===== src/rtl/mult_arbiter_pkg.sv =====
`default_nettype none
//////////////////////////////////////////////////////////////////////////////
// Module   : mult_arbiter_pkg
// Brief    : Shared types and widths for the two-requester multiplier arbiter.
// Revision : 1.0
//////////////////////////////////////////////////////////////////////////////
package mult_arbiter_pkg;

  localparam int c_op_w       = 4;
  localparam int c_prod_w     = 8;
  localparam int c_settle_max = 15;
  localparam int c_cnt_w      = 4;

  typedef enum logic [1:0] {
    ST_IDLE   = 2'd0,
    ST_SETTLE = 2'd1,
    ST_RESP   = 2'd2
  } state_t;

endpackage
`default_nettype wire


===== src/rtl/mult.sv =====
`default_nettype none
//////////////////////////////////////////////////////////////////////////////
// Module   : mult
// Brief    : Combinational unsigned 4x4 array multiplier (shift-and-add).
// Revision : 1.0
//////////////////////////////////////////////////////////////////////////////
module mult
  import mult_arbiter_pkg::*;
(
  input  logic [c_op_w-1:0]   a,
  input  logic [c_op_w-1:0]   b,
  output logic [c_prod_w-1:0] p
);

  logic [c_prod_w-1:0] w_pp [c_op_w];

  for (genvar i = 0; i < c_op_w; i++) begin : g_pp
    assign w_pp[i] = b[i] ? (c_prod_w'(a) << i) : '0;
  end

  always_comb begin
    p = '0;
    for (int i = 0; i < c_op_w; i++) begin
      p = p + w_pp[i];
    end
  end

endmodule
`default_nettype wire


===== src/rtl/mult_arbiter.sv =====
`default_nettype none
//////////////////////////////////////////////////////////////////////////////
// Module   : mult_arbiter
// Brief    : Shares one multicycle 4x4 multiplier between two valid/ready
//            requesters. Define MULT_ARB_RR_EN for round-robin tie breaking;
//            otherwise requester 0 has fixed priority.
// Revision : 1.0
//////////////////////////////////////////////////////////////////////////////
module mult_arbiter
  import mult_arbiter_pkg::*;
#(
  parameter int SETTLE_CYC = 2
) (
  input  logic                clk,
  input  logic                rst_n,
  input  logic                req0_valid,
  output logic                req0_ready,
  input  logic [c_op_w-1:0]   req0_a,
  input  logic [c_op_w-1:0]   req0_b,
  output logic                rsp0_valid,
  input  logic                rsp0_ready,
  output logic [c_prod_w-1:0] rsp0_p,
  input  logic                req1_valid,
  output logic                req1_ready,
  input  logic [c_op_w-1:0]   req1_a,
  input  logic [c_op_w-1:0]   req1_b,
  output logic                rsp1_valid,
  input  logic                rsp1_ready,
  output logic [c_prod_w-1:0] rsp1_p,
  output logic                busy
);

  localparam logic [c_cnt_w-1:0] c_cnt_load = c_cnt_w'(SETTLE_CYC - 1);
`ifdef MULT_ARB_RR_EN
  localparam logic c_rr_en = 1'b1;
`else
  localparam logic c_rr_en = 1'b0;
`endif

  state_t              r_state;
  logic                r_last_gnt;
  logic                r_owner;
  logic                r_rsp0_valid;
  logic                r_rsp1_valid;
  logic                r_busy;
  logic [c_cnt_w-1:0]  r_cnt;
  logic [c_op_w-1:0]   r_op_a;
  logic [c_op_w-1:0]   r_op_b;
  logic [c_prod_w-1:0] r_res;
  logic [c_prod_w-1:0] w_p;
  logic                w_pick1;
  logic                w_gnt0;
  logic                w_gnt1;
  logic                w_rsp_take;

  // Requester 1 wins alone, or on a tie when round-robin says it is its turn.
  assign w_pick1    = req1_valid & (~req0_valid | (c_rr_en & ~r_last_gnt));
  assign w_gnt1     = (r_state == ST_IDLE) & w_pick1;
  assign w_gnt0     = (r_state == ST_IDLE) & req0_valid & ~w_pick1;
  assign w_rsp_take = r_owner ? rsp1_ready : rsp0_ready;

  assign req0_ready = w_gnt0;
  assign req1_ready = w_gnt1;
  assign rsp0_valid = r_rsp0_valid;
  assign rsp1_valid = r_rsp1_valid;
  assign rsp0_p     = r_res;
  assign rsp1_p     = r_res;
  assign busy       = r_busy;

  mult u_mult (
    .a (r_op_a),
    .b (r_op_b),
    .p (w_p)
  );

  always_ff @(posedge clk or negedge rst_n) begin
    if (!rst_n) begin
      r_state      <= ST_IDLE;
      r_last_gnt   <= 1'b1;
      r_owner      <= 1'b0;
      r_cnt        <= '0;
      r_op_a       <= '0;
      r_op_b       <= '0;
      r_res        <= '0;
      r_rsp0_valid <= 1'b0;
      r_rsp1_valid <= 1'b0;
      r_busy       <= 1'b0;
    end else begin
      case (r_state)
        ST_IDLE: begin
          if (w_gnt0 || w_gnt1) begin
            r_op_a  <= w_gnt1 ? req1_a : req0_a;
            r_op_b  <= w_gnt1 ? req1_b : req0_b;
            r_owner <= w_gnt1;
            r_cnt   <= c_cnt_load;
            r_busy  <= 1'b1;
            r_state <= ST_SETTLE;
          end
        end
        ST_SETTLE: begin
          // Operands have been stable on the array for SETTLE_CYC cycles here.
          if (r_cnt == '0) begin
            r_res        <= w_p;
            r_rsp0_valid <= ~r_owner;
            r_rsp1_valid <= r_owner;
            r_state      <= ST_RESP;
          end else begin
            r_cnt <= r_cnt - 1'b1;
          end
        end
        ST_RESP: begin
          if (w_rsp_take) begin
            r_last_gnt   <= r_owner;
            r_rsp0_valid <= 1'b0;
            r_rsp1_valid <= 1'b0;
            r_busy       <= 1'b0;
            r_state      <= ST_IDLE;
          end
        end
        default: begin
          r_rsp0_valid <= 1'b0;
          r_rsp1_valid <= 1'b0;
          r_busy       <= 1'b0;
          r_state      <= ST_IDLE;
        end
      endcase
    end
  end

endmodule
`default_nettype wire


===== config.mk =====
export PLATFORM = sky130hd
export DESIGN_NAME = mult_arbiter
export DESIGN_NICKNAME = d
export VERILOG_FILES = /design/src/rtl/mult_arbiter_pkg.sv /design/src/rtl/mult.sv /design/src/rtl/mult_arbiter.sv
export SDC_FILE = /design/constraint.sdc
export NUM_CORES = 1
export LEC_CHECK = 0
export CAP_MARGIN = 5
export CORE_MARGIN = 2
export CORE_UTILIZATION = 49
export CTS_CLUSTER_SIZE = 8
export DETAILED_ROUTE_END_ITERATION = 10
export GPL_TIMING_DRIVEN = 0
export PLACE_DENSITY = 0.8
export SLEW_MARGIN = 15
export SYNTH_ARGS = -nofsm -noshare
export SYNTH_HDL_FRONTEND = slang
export SYNTH_SLANG_ARGS = --single-unit

===== constraint.sdc =====
create_clock -name clk -period 4 [get_ports clk]
set_clock_uncertainty 0.15 [all_clocks]
set_input_delay 0.4 -clock clk [delete_from_list [all_inputs] [get_ports clk]]
set_output_delay 0.4 -clock clk [all_outputs]
set_load 0.02 [all_outputs]

== After elaboration in Yosys (flattened, before gate mapping) ==
Index checks and enable logic that the tools add are counted.
Operators by class
  div/mod/pow operators: 0
  muxes and demuxes: 21
  shift-type cells: 0
  add/sub/neg operators: 4
  $mul: 0
  equal/unequal tests: 6
  magnitude comparators: 0
  reductions and logical operators: 10
  bitwise gates (word level): 9
Operators with widths (count)
  2-to-1 mux 4 bit: 5
  AND reduction 3 bit: 4
  one-hot mux 1 bit (3 select lines): 3
  adder 8 x 6 -> 8 bit: 1
  adder 8 x 7 -> 8 bit: 1
  adder 8 bit: 1
  one-hot mux 4 bit (2 select lines): 1
  2-to-1 mux 7 bit: 1
  2-to-1 mux 2 bit: 3
  2-to-1 mux 6 bit: 1
  != test 2 bit, second input constant: 3
  one-hot mux 2 bit (3 select lines): 1
  2-to-1 mux 1 bit: 5
  2-to-1 mux 5 bit: 1
  inverter 1 bit: 5
  AND 1 bit: 4
  zero test 4 bit: 1
  AND reduction 2 bit: 2
  subtractor 4 x 1 -> 4 bit, second input constant: 1
  equality test 2 x 1 -> 1 bit, second input constant: 1
  equality test 2 bit, second input constant: 1
  zero test 2 bit: 1
  != test 2 x 1 -> 1 bit, second input constant: 1
  nonzero test 2 bit: 1
  logical OR 1 bit: 1
Word-level totals
  memories kept: 0
  latch bits: 0
  input bits: 22
  register bits after elaboration: 26
  output and inout bits: 21
  memory bits (writable): 0
  memory bits (read-only): 0
  logic and storage cells: 59

== Logic depth before layout (Yosys ltp) ==
Gate-level depths: netlist of the first run.
  depth in word-level cells: 7
  gate-level depth with buffers: 11
  mapped depth without buffers: 11

== Cells and area by module ==
From an unflattened synthesis of the first run, not the netlist that was laid out.
Second synthesis, totals
  cell total of the unflattened synthesis: 156
  area total of the unflattened synthesis: 1725.4 um2
Modules (own cells, without submodules)
  mult_arbiter: times used 1, area each 1340.0 um2, sequential area each 650.6 um2, cells each 114
  mult: times used 1, area each 385.4 um2, sequential area each 0.0 um2, cells each 42

== Worst setup path before layout of the first run ==
No wires, ideal clock.
  path kind: reg-to-reg
  start: register r_op_a[0]
  end: register r_res[7] (netlist: rsp0_p[7])
  library setup time: 0.119 ns
  stages on the path, launching flop included: 11
  data required time: 3.731 ns
  path buffers: 0
  slack: 1.066 ns
  clock period less this slack: 2.934 ns
  arrival time: 2.665 ns
  path through: dfrtp_1 -> and2_1 -> fa_1 -> fa_1 -> ha_1 -> inv_1 -> fa_1 -> nand2b_1 -> a21oi_1 -> xnor2_1 -> o21ai_2
On the way
  cells in the longest elaborated chain, start to end: 4
  elaborated cells on any way between the ends: 7
  those cells by class: add/sub (3); mux (4)
RTL lines
  start: declaration: RTL line mult_arbiter.sv:47  | logic [c_op_w-1:0] r_op_a;
  start signal: assignment: RTL line mult_arbiter.sv:92  | r_op_a <= w_gnt1 ? req1_a : req0_a;
  2-to-1 mux 4 bit / 2-to-1 mux 5 bit (equally long branches): RTL line mult.sv:18  | assign w_pp[i] = b[i] ? (c_prod_w'(a) << i) : '0;
  adder 8 bit: RTL line mult.sv:24  | p = p + w_pp[i];
  adder 8 x 6 -> 8 bit: RTL line mult.sv:24
  adder 8 x 7 -> 8 bit *: RTL line mult.sv:24
  end signal: assignment: RTL line mult_arbiter.sv:103  | r_res <= w_p;
  end: declaration: RTL line mult_arbiter.sv:49  | logic [c_prod_w-1:0] r_res;
Every way passes the cells marked *; elsewhere a longest branch is shown, timed or not.
A chain may end at the register's enable or synchronous reset.

== Worst setup path in the final report of the first run ==
Ends and elaborated chain as after synthesis.

==> results of run 1 <==
-- cell families (layout without fill, tap and decap cells) --
family	after synthesis	count (layout)	synth area share [%]
XOR/XNOR	3	3	1.52
buffers and inverters	22	69	7.89
flip-flops	26	26	37.7
adder cells (fa/ha/maj)	17	17	14.5
multiplexers	14	14	8.98
AND/OR/NAND/NOR	55	55	19.0
AO/OA/AOI/OAI	28	28	10.4
-- timing repair --
action,4_1_cts,5_1_grt
setup buffers,0,0
endpoints found under the setup margin,0,0
hold endpoints to repair,0,26
hold buffers,0,1
-- power by group through the flow --
| stage | logic [µW] | clock network (µW) | registers [µW] |
|---|---|---|---|
| final | 1590 | 138 | 512 |
| after global routing | 1790 | 148 | 536 |
| after CTS | 1620 | 139 | 514 |
| after detailed placement | 1600 | 0 | 520 |
| after global placement | 1530 | 0 | 509 |
| after floorplan | 1130 | 0 | 549 |
-- cell usage in the layout (no fill, tap or decap), types with 2 or more instances in the layout --
| master | instances |
|---|---|
| a21oi_1 | 12 |
| a22o_1 | 2 |
| and2_1 | 12 |
| buf_2 | 2 |
| buf_4 | 10 |
| buf_6 | 2 |
| clkbuf_4 | 3 |
| clkdlybuf4s50_1 | 41 |
| dfrtp_1 | 26 |
| fa_1 | 5 |
| ha_1 | 12 |
| inv_1 | 9 |
| mux2_4 | 3 |
| mux2i_1 | 11 |
| nand2_1 | 14 |
| nand2b_1 | 2 |
| nor2_1 | 16 |
| o21ai_1 | 3 |
| o21ai_2 | 4 |
| xor2_1 | 2 |
-- registers in the layout, summed over array words and instances (netlist names) --
name and cells:
r_owner 1, rsp0_valid 1, busy 1, r_op_a 4, r_cnt 4, r_op_b 4
r_state 2, rsp0_p 8, rsp1_valid 1
-- worst min-delay path, cell delays in order (launching register included) --
cell and delay, ns:
dfrtp_1 0.39, nand2_1 0.07, o21ai_2 0.05
-- worst max-delay path by stage --
| stage | end | slack, ns | depth (start not counted) |
|---|---|---|---|
| final | rsp0_p[7] | 0.91 | 10 |
| after global routing | rsp0_p[7] | 0.72 | 10 |
| after CTS | rsp0_p[7] | 0.90 | 10 |
| after detailed placement | rsp0_p[7] | 0.93 | 10 |
| after global placement | rsp0_p[7] | 0.98 | 10 |
| after floorplan | rsp0_p[7] | 1.07 | 10 |
-- through the flow --
stage,util (%),std cells,instance area (µm²)
after floorplan,-,165,1730
after global placement,65.6,253,2210
after detailed placement,65.6,253,2210
after CTS,66.7,257,2240
after global routing,66.8,258,2250
final,66.8,258,2250
-- metal layers --
metal | part of all wire, % | GRT usage [%] | up-vias
met1 | 41 | 22.1 | 612
li1 | - | - | 643
met4 | 1.5 | 6.52 | 0
met3 | 4.8 | 2.50 | 7
met2 | 53 | 33.4 | 44
met5 | 0 | 0 | -
-- cell type report --
class	instances	area (µm²)	area share [%]
sequential	26	651	29.0
clock buffer	4	36.3	1.61
inverter	9	33.8	1.50
buffer	13	103	4.57
multi-input combinational	117	941	41.9
timing repair buffer	43	425	18.9
tap	46	57.6	2.56
==> flow_metrics.tcl, run 1 <==
set metrics [dict create \
    cts_tree "done" \
    clkSlewWorstSetupHoldPaths_ns 0.14 \
    synthArstFlopShare_pct 100 \
    io_pins 43 \
    synth_cells 165 \
    antenna_found_initial 0 \
    slew-limit-headroom_pct 61.2 \
    fill_cells 293 \
    hpwlAfterDp_mm 2.64 \
    hold_class "reg -> reg" \
    row_count 21 \
    drv_cap 0 \
    totalPowerFinal_uw 2240 \
    slowest_stage "fa_1" \
    diodes 0 \
    r2r_slack_ns 0.91 \
    grt_pass1_wl_mm 5.86 \
    worstPathArrival_ns 3.18 \
    grt_pass1_vias 1378 \
    ys_seq_area_share_pct 37.7 \
    grtUsageTotal_pct 18.4 \
    fmax_mhz 324 \
    core_mm2 0.00336 \
    area_growth_pct 30.1 \
    viasPerCell 5.06 \
    ys_seq_elements 26 \
    hold_start "rsp0_p[4]" \
    crit_family "adder cells" \
    crit_path_start "r_op_a[0]" \
    synthTopCellsByCount "26 x dfrtp_1, 16 x nor2_1, 14 x nand2_1" \
    yosysUniqueCellTypes 37 \
    netlist_area_mm2 0.00173 \
    drtIter0Drc 37 \
    fin_tns_setup_ns 0 \
    regToRegStartpoint "r_op_a[0]" \
    wl_per_cell_um 12.7 \
    cts_sinks 26 \
    finalNetCount 252 \
    drive_gt1_share_pct 14.6 \
    critPathRequiredTime_ns 4.09 \
    avgSynthCellArea_um2 10.5 \
    die_h_um 63.4 \
    grt_max_degree 27 \
    synth_area_leaders "dfrtp_1 38%, ha_1 8.7%, mux2i_1 6.4%" \
    numCtsBuffers 3 \
    root_buffer "clkbuf_4" \
    p_leak_uw 0.00102 \
    crit_path_max_fanout 5 \
    dr.pass1.iters 5 \
    status "complete, no violations" \
    vias 1306 \
    finalCritPeriodShare_pct 77.2 \
    synth-main-ff-cell "dfrtp_1" \
    path_class "reg -> reg" \
    critPathCaptureType "register" \
    die_area_mm2 0.00402 \
    min_period_ns 3.09 \
    synth_nets 204 \
    holdPathStages 2 \
    wl_mm 3.29 \
    timing.final.ws_setup_ns 0.910 \
    worst-slew-pin-transition_ns 0.582 \
    p_int_uw 1240 \
    p_comb_share_pct 71.0 \
    drc 0 \
    crit_buf_inv 1 \
    r2r-end "rsp0_p[7]" \
    place_congestion 0.752 \
    timing.critical_path.mode_cell "fa_1" \
    finalSetupViolations 0 \
    p_per_area_mw_per_mm2 996 \
    min_to "rsp0_p[4]" \
    switchingPower_uw 999 \
    clkPwrFrac_pct 6.1 \
    hold_viol 0 \
    fp.dieW_um 63.4 \
    gr-total-overflow 0 \
    holdWs_ns 0.373 \
    seqPwrFrac_pct 22.9 \
    yosysWarnings 0 \
    critPathMaxStageDelay_ns 0.55 \
    rsz0062_at_grt "false" \
    h-tree-depth 1 \
    swShare_pct 44.6 \
    crit_chain "and2_1 -> fa_1 -> fa_1 -> ha_1 -> inv_1 -> fa_1 -> nand2b_1 -> a21oi_1 -> xnor2_1 -> o21ai_2" \
    vdd_ir_drop_max_mv 0.362 \
    cts_resized 0 \
    synth.most_common_cell "dfrtp_1" \
    antenna_left 0 \
    pre_cts_ws_ns 0.930 \
    maxSlewViolCount 0 \
    cts_buffer_depth 2 \
    start_kind "register" \
    start_util_pct 51.4 \
    synth-edff-count 0 \
    yosys.area.top_type_share_pct 37.7 \
    r2r_cells 10 \
    io_buffers 42 \
    synth_top_cell_by_area "dfrtp_1" \
    clkLatencyLatePin_ns 0.33 \
]
(Power assumes the default switching activity.)
==> inputs of run 2 (changes only) <==
--- a/config.mk
+++ b/config.mk
@@ -7,11 +7,11 @@
 export LEC_CHECK = 0
 export CAP_MARGIN = 5
 export CORE_MARGIN = 2
-export CORE_UTILIZATION = 49
+export CORE_UTILIZATION = 44
 export CTS_CLUSTER_SIZE = 8
 export DETAILED_ROUTE_END_ITERATION = 10
 export GPL_TIMING_DRIVEN = 0
-export PLACE_DENSITY = 0.8
+export PLACE_DENSITY = 0.75
 export SLEW_MARGIN = 15
 export SYNTH_ARGS = -nofsm -noshare
 export SYNTH_HDL_FRONTEND = slang
==> constraint.sdc (replaced) <==
create_clock -name clk -period 2.6 [get_ports clk]
set_clock_uncertainty 0.15 [all_clocks]
set_input_delay 0.26 -clock clk [delete_from_list [all_inputs] [get_ports clk]]
set_output_delay 0.26 -clock clk [all_outputs]
set_load 0.02 [all_outputs]
==> run 2 against run 1 <==
Against the previous run:
- the run now ends with setup timing left
- final cell count rose by 4.7%
- utilization shrank 1.4 points
- register-to-register slack got worse by 1.2 ns
- maximum frequency increased by 8.7%
- critical endpoint unchanged
==> flow_metrics.tcl, run 2 (synthesis gave the netlist of run 1 again) <==
set metrics [dict create \
    worstPathArrival_ns 2.86 \
    grt_util_met1_pct 20.2 \
    violations "setup timing" \
    wl_per_cell_um 13.3 \
    io_pins 43 \
    clkSlewWorstSetupHoldPaths_ns 0.10 \
    viasPerCell 4.97 \
    antenna_found_initial 0 \
    root_buffer "clkbuf_8" \
    gr-total-overflow 0 \
    status "finished with violations" \
    vias 1343 \
    die_h_um 66.7 \
    fmax_mhz 352 \
    layout_commonest_cell "clkdlybuf4s50_1" \
    cts_tree "done" \
    core_mm2 0.00372 \
    largest_reg_flops 8 \
    drtIter0Drc 59 \
    cts_buffer_depth 2 \
    path_class "reg -> reg" \
    h-tree-depth 1 \
    io_buffers 42 \
    dr.pass1.iters 4 \
    fill_cells 302 \
    worst-slew-pin-transition_ns 0.570 \
    grt_pass1_vias 1276 \
    critPathCaptureType "register" \
    diodes 0 \
    layout_common_cells "41 x clkdlybuf4s50_1, 26 x dfrtp_1, 19 x buf_4, 16 x nor2_1, 13 x nand2_1" \
    die_area_mm2 0.00444 \
    slew-limit-headroom_pct 62.0 \
    met3_usage_pct 1.18 \
    min_period_ns 2.84 \
    area_growth_pct 40.7 \
    grt.busiest_layer "met2" \
    rsz0062_at_grt "true" \
    drive_gt1_share_pct 25.7 \
    finalNetCount 262 \
    hpwlAfterDp_mm 2.65 \
    numCtsBuffers 3 \
    utilization_pct 65.4 \
    cts_sinks 26 \
    hold_class "in -> async" \
    grt_util_met2_pct 29.0 \
    finalCritPeriodShare_pct 109 \
    fp.dieW_um 66.7 \
    start_kind "register" \
    start_util_pct 46.5 \
    fin_tns_setup_ns -0.463 \
    grt_pass1_wl_mm 5.63 \
    holdWs_ns 0.356 \
    maxSlewViolCount 0 \
    critPathRequiredTime_ns 2.62 \
    clkLatencyLatePin_ns 0.27 \
    place_congestion 0.814 \
    timing.final.ws_setup_ns -0.242 \
    row_count 22 \
    antenna_left 0 \
    wl_mm 3.59 \
    drv_cap 0 \
    grt_max_degree 27 \
    grtUsageTotal_pct 16.4 \
    crit_path_max_fanout 2 \
    hold_viol 0 \
    drc 0 \
    finalSetupViolations 3 \
]
## run 2: final timing paths
check / start / to / slack [ns] / cells after the start
max: r_op_a[0] / rsp0_p[7] / -0.24 / 10
min: rst_n / rsp0_valid / 0.36 / 2
max reg2reg: r_op_a[0] / rsp0_p[7] / -0.24 / 10
min reg2reg: rsp0_p[4] / rsp0_p[4] / 0.36 / 2
max in group asynchronous: rst_n / r_op_b[2] / 1.57 / 2
min in group clk: rsp0_p[4] / rsp0_p[4] / 0.36 / 2
## run 2: per-layer routing
layer  share of wire [%]  up-vias  wire [µm]
li1                    -      669          -
met1                  42      627       1520
met2                  52       41       1870
met3                 3.9        6        139
met4                 1.6        0         58
met5                   0        -          0
## run 2: what timing repair did
item | CTS | global route
gates resized for setup | 0 | 12
setup endpoints to repair | 4 | 4
hold buffers | 0 | 1
pin swaps | 3 | 10
buffers inserted | 7 | 4
endpoints found under the hold margin | 0 | 26
## run 2: worst max-delay path: stages (launching register included)
cell and delay, ns:
dfrtp_1 0.42, and2_4 0.17, fa_1 0.46, fa_1 0.50, ha_2 0.18, inv_2 0.04, fa_2 0.33, nand2b_4 0.15
a21oi_2 0.12, xnor2_1 0.15, o21ai_2 0.06
## run 2: final cells by class
class	instances	area, µm²	share of cell area (%)
repair buffers	53	504	20.7
clock buffers	3	41.3	1.70
flip-flops and latches	26	651	26.8
plain buffers	13	103	4.22
multi-input cells	117	1010	41.5
clock inverters	1	30.0	1.24
inverters	9	33.8	1.39
well taps	48	60.1	2.47
## run 2: per-stage QoR
stage,setup slack [ns],area (µm²),cells
finish,-0.242,2430,270
global route,-0.348,2430,270
CTS,-0.246,2350,266
detailed placement,-0.312,2230,255
global placement,-0.267,2230,255
floorplan,-0.197,1750,165
Power of run 2 is left out: the tool's default activity adds up to more than one toggle a clock period on the data nets, which glitch-free logic cannot reach.
==> inputs of run 3 (changes only) <==
--- a/config.mk
+++ b/config.mk
@@ -5,9 +5,11 @@
 export SDC_FILE = /design/constraint.sdc
 export NUM_CORES = 1
 export LEC_CHECK = 0
+export ABC_CLOCK_PERIOD_IN_PS = 2600
 export CAP_MARGIN = 5
 export CORE_MARGIN = 2
 export CORE_UTILIZATION = 44
+export CTS_CLUSTER_DIAMETER = 150
 export CTS_CLUSTER_SIZE = 8
 export DETAILED_ROUTE_END_ITERATION = 10
 export GPL_TIMING_DRIVEN = 0
==> results of run 3 <==
The final DEF is identical to that of run 2; final timing and power are the same.
Power of run 3 is left out for the same reason.
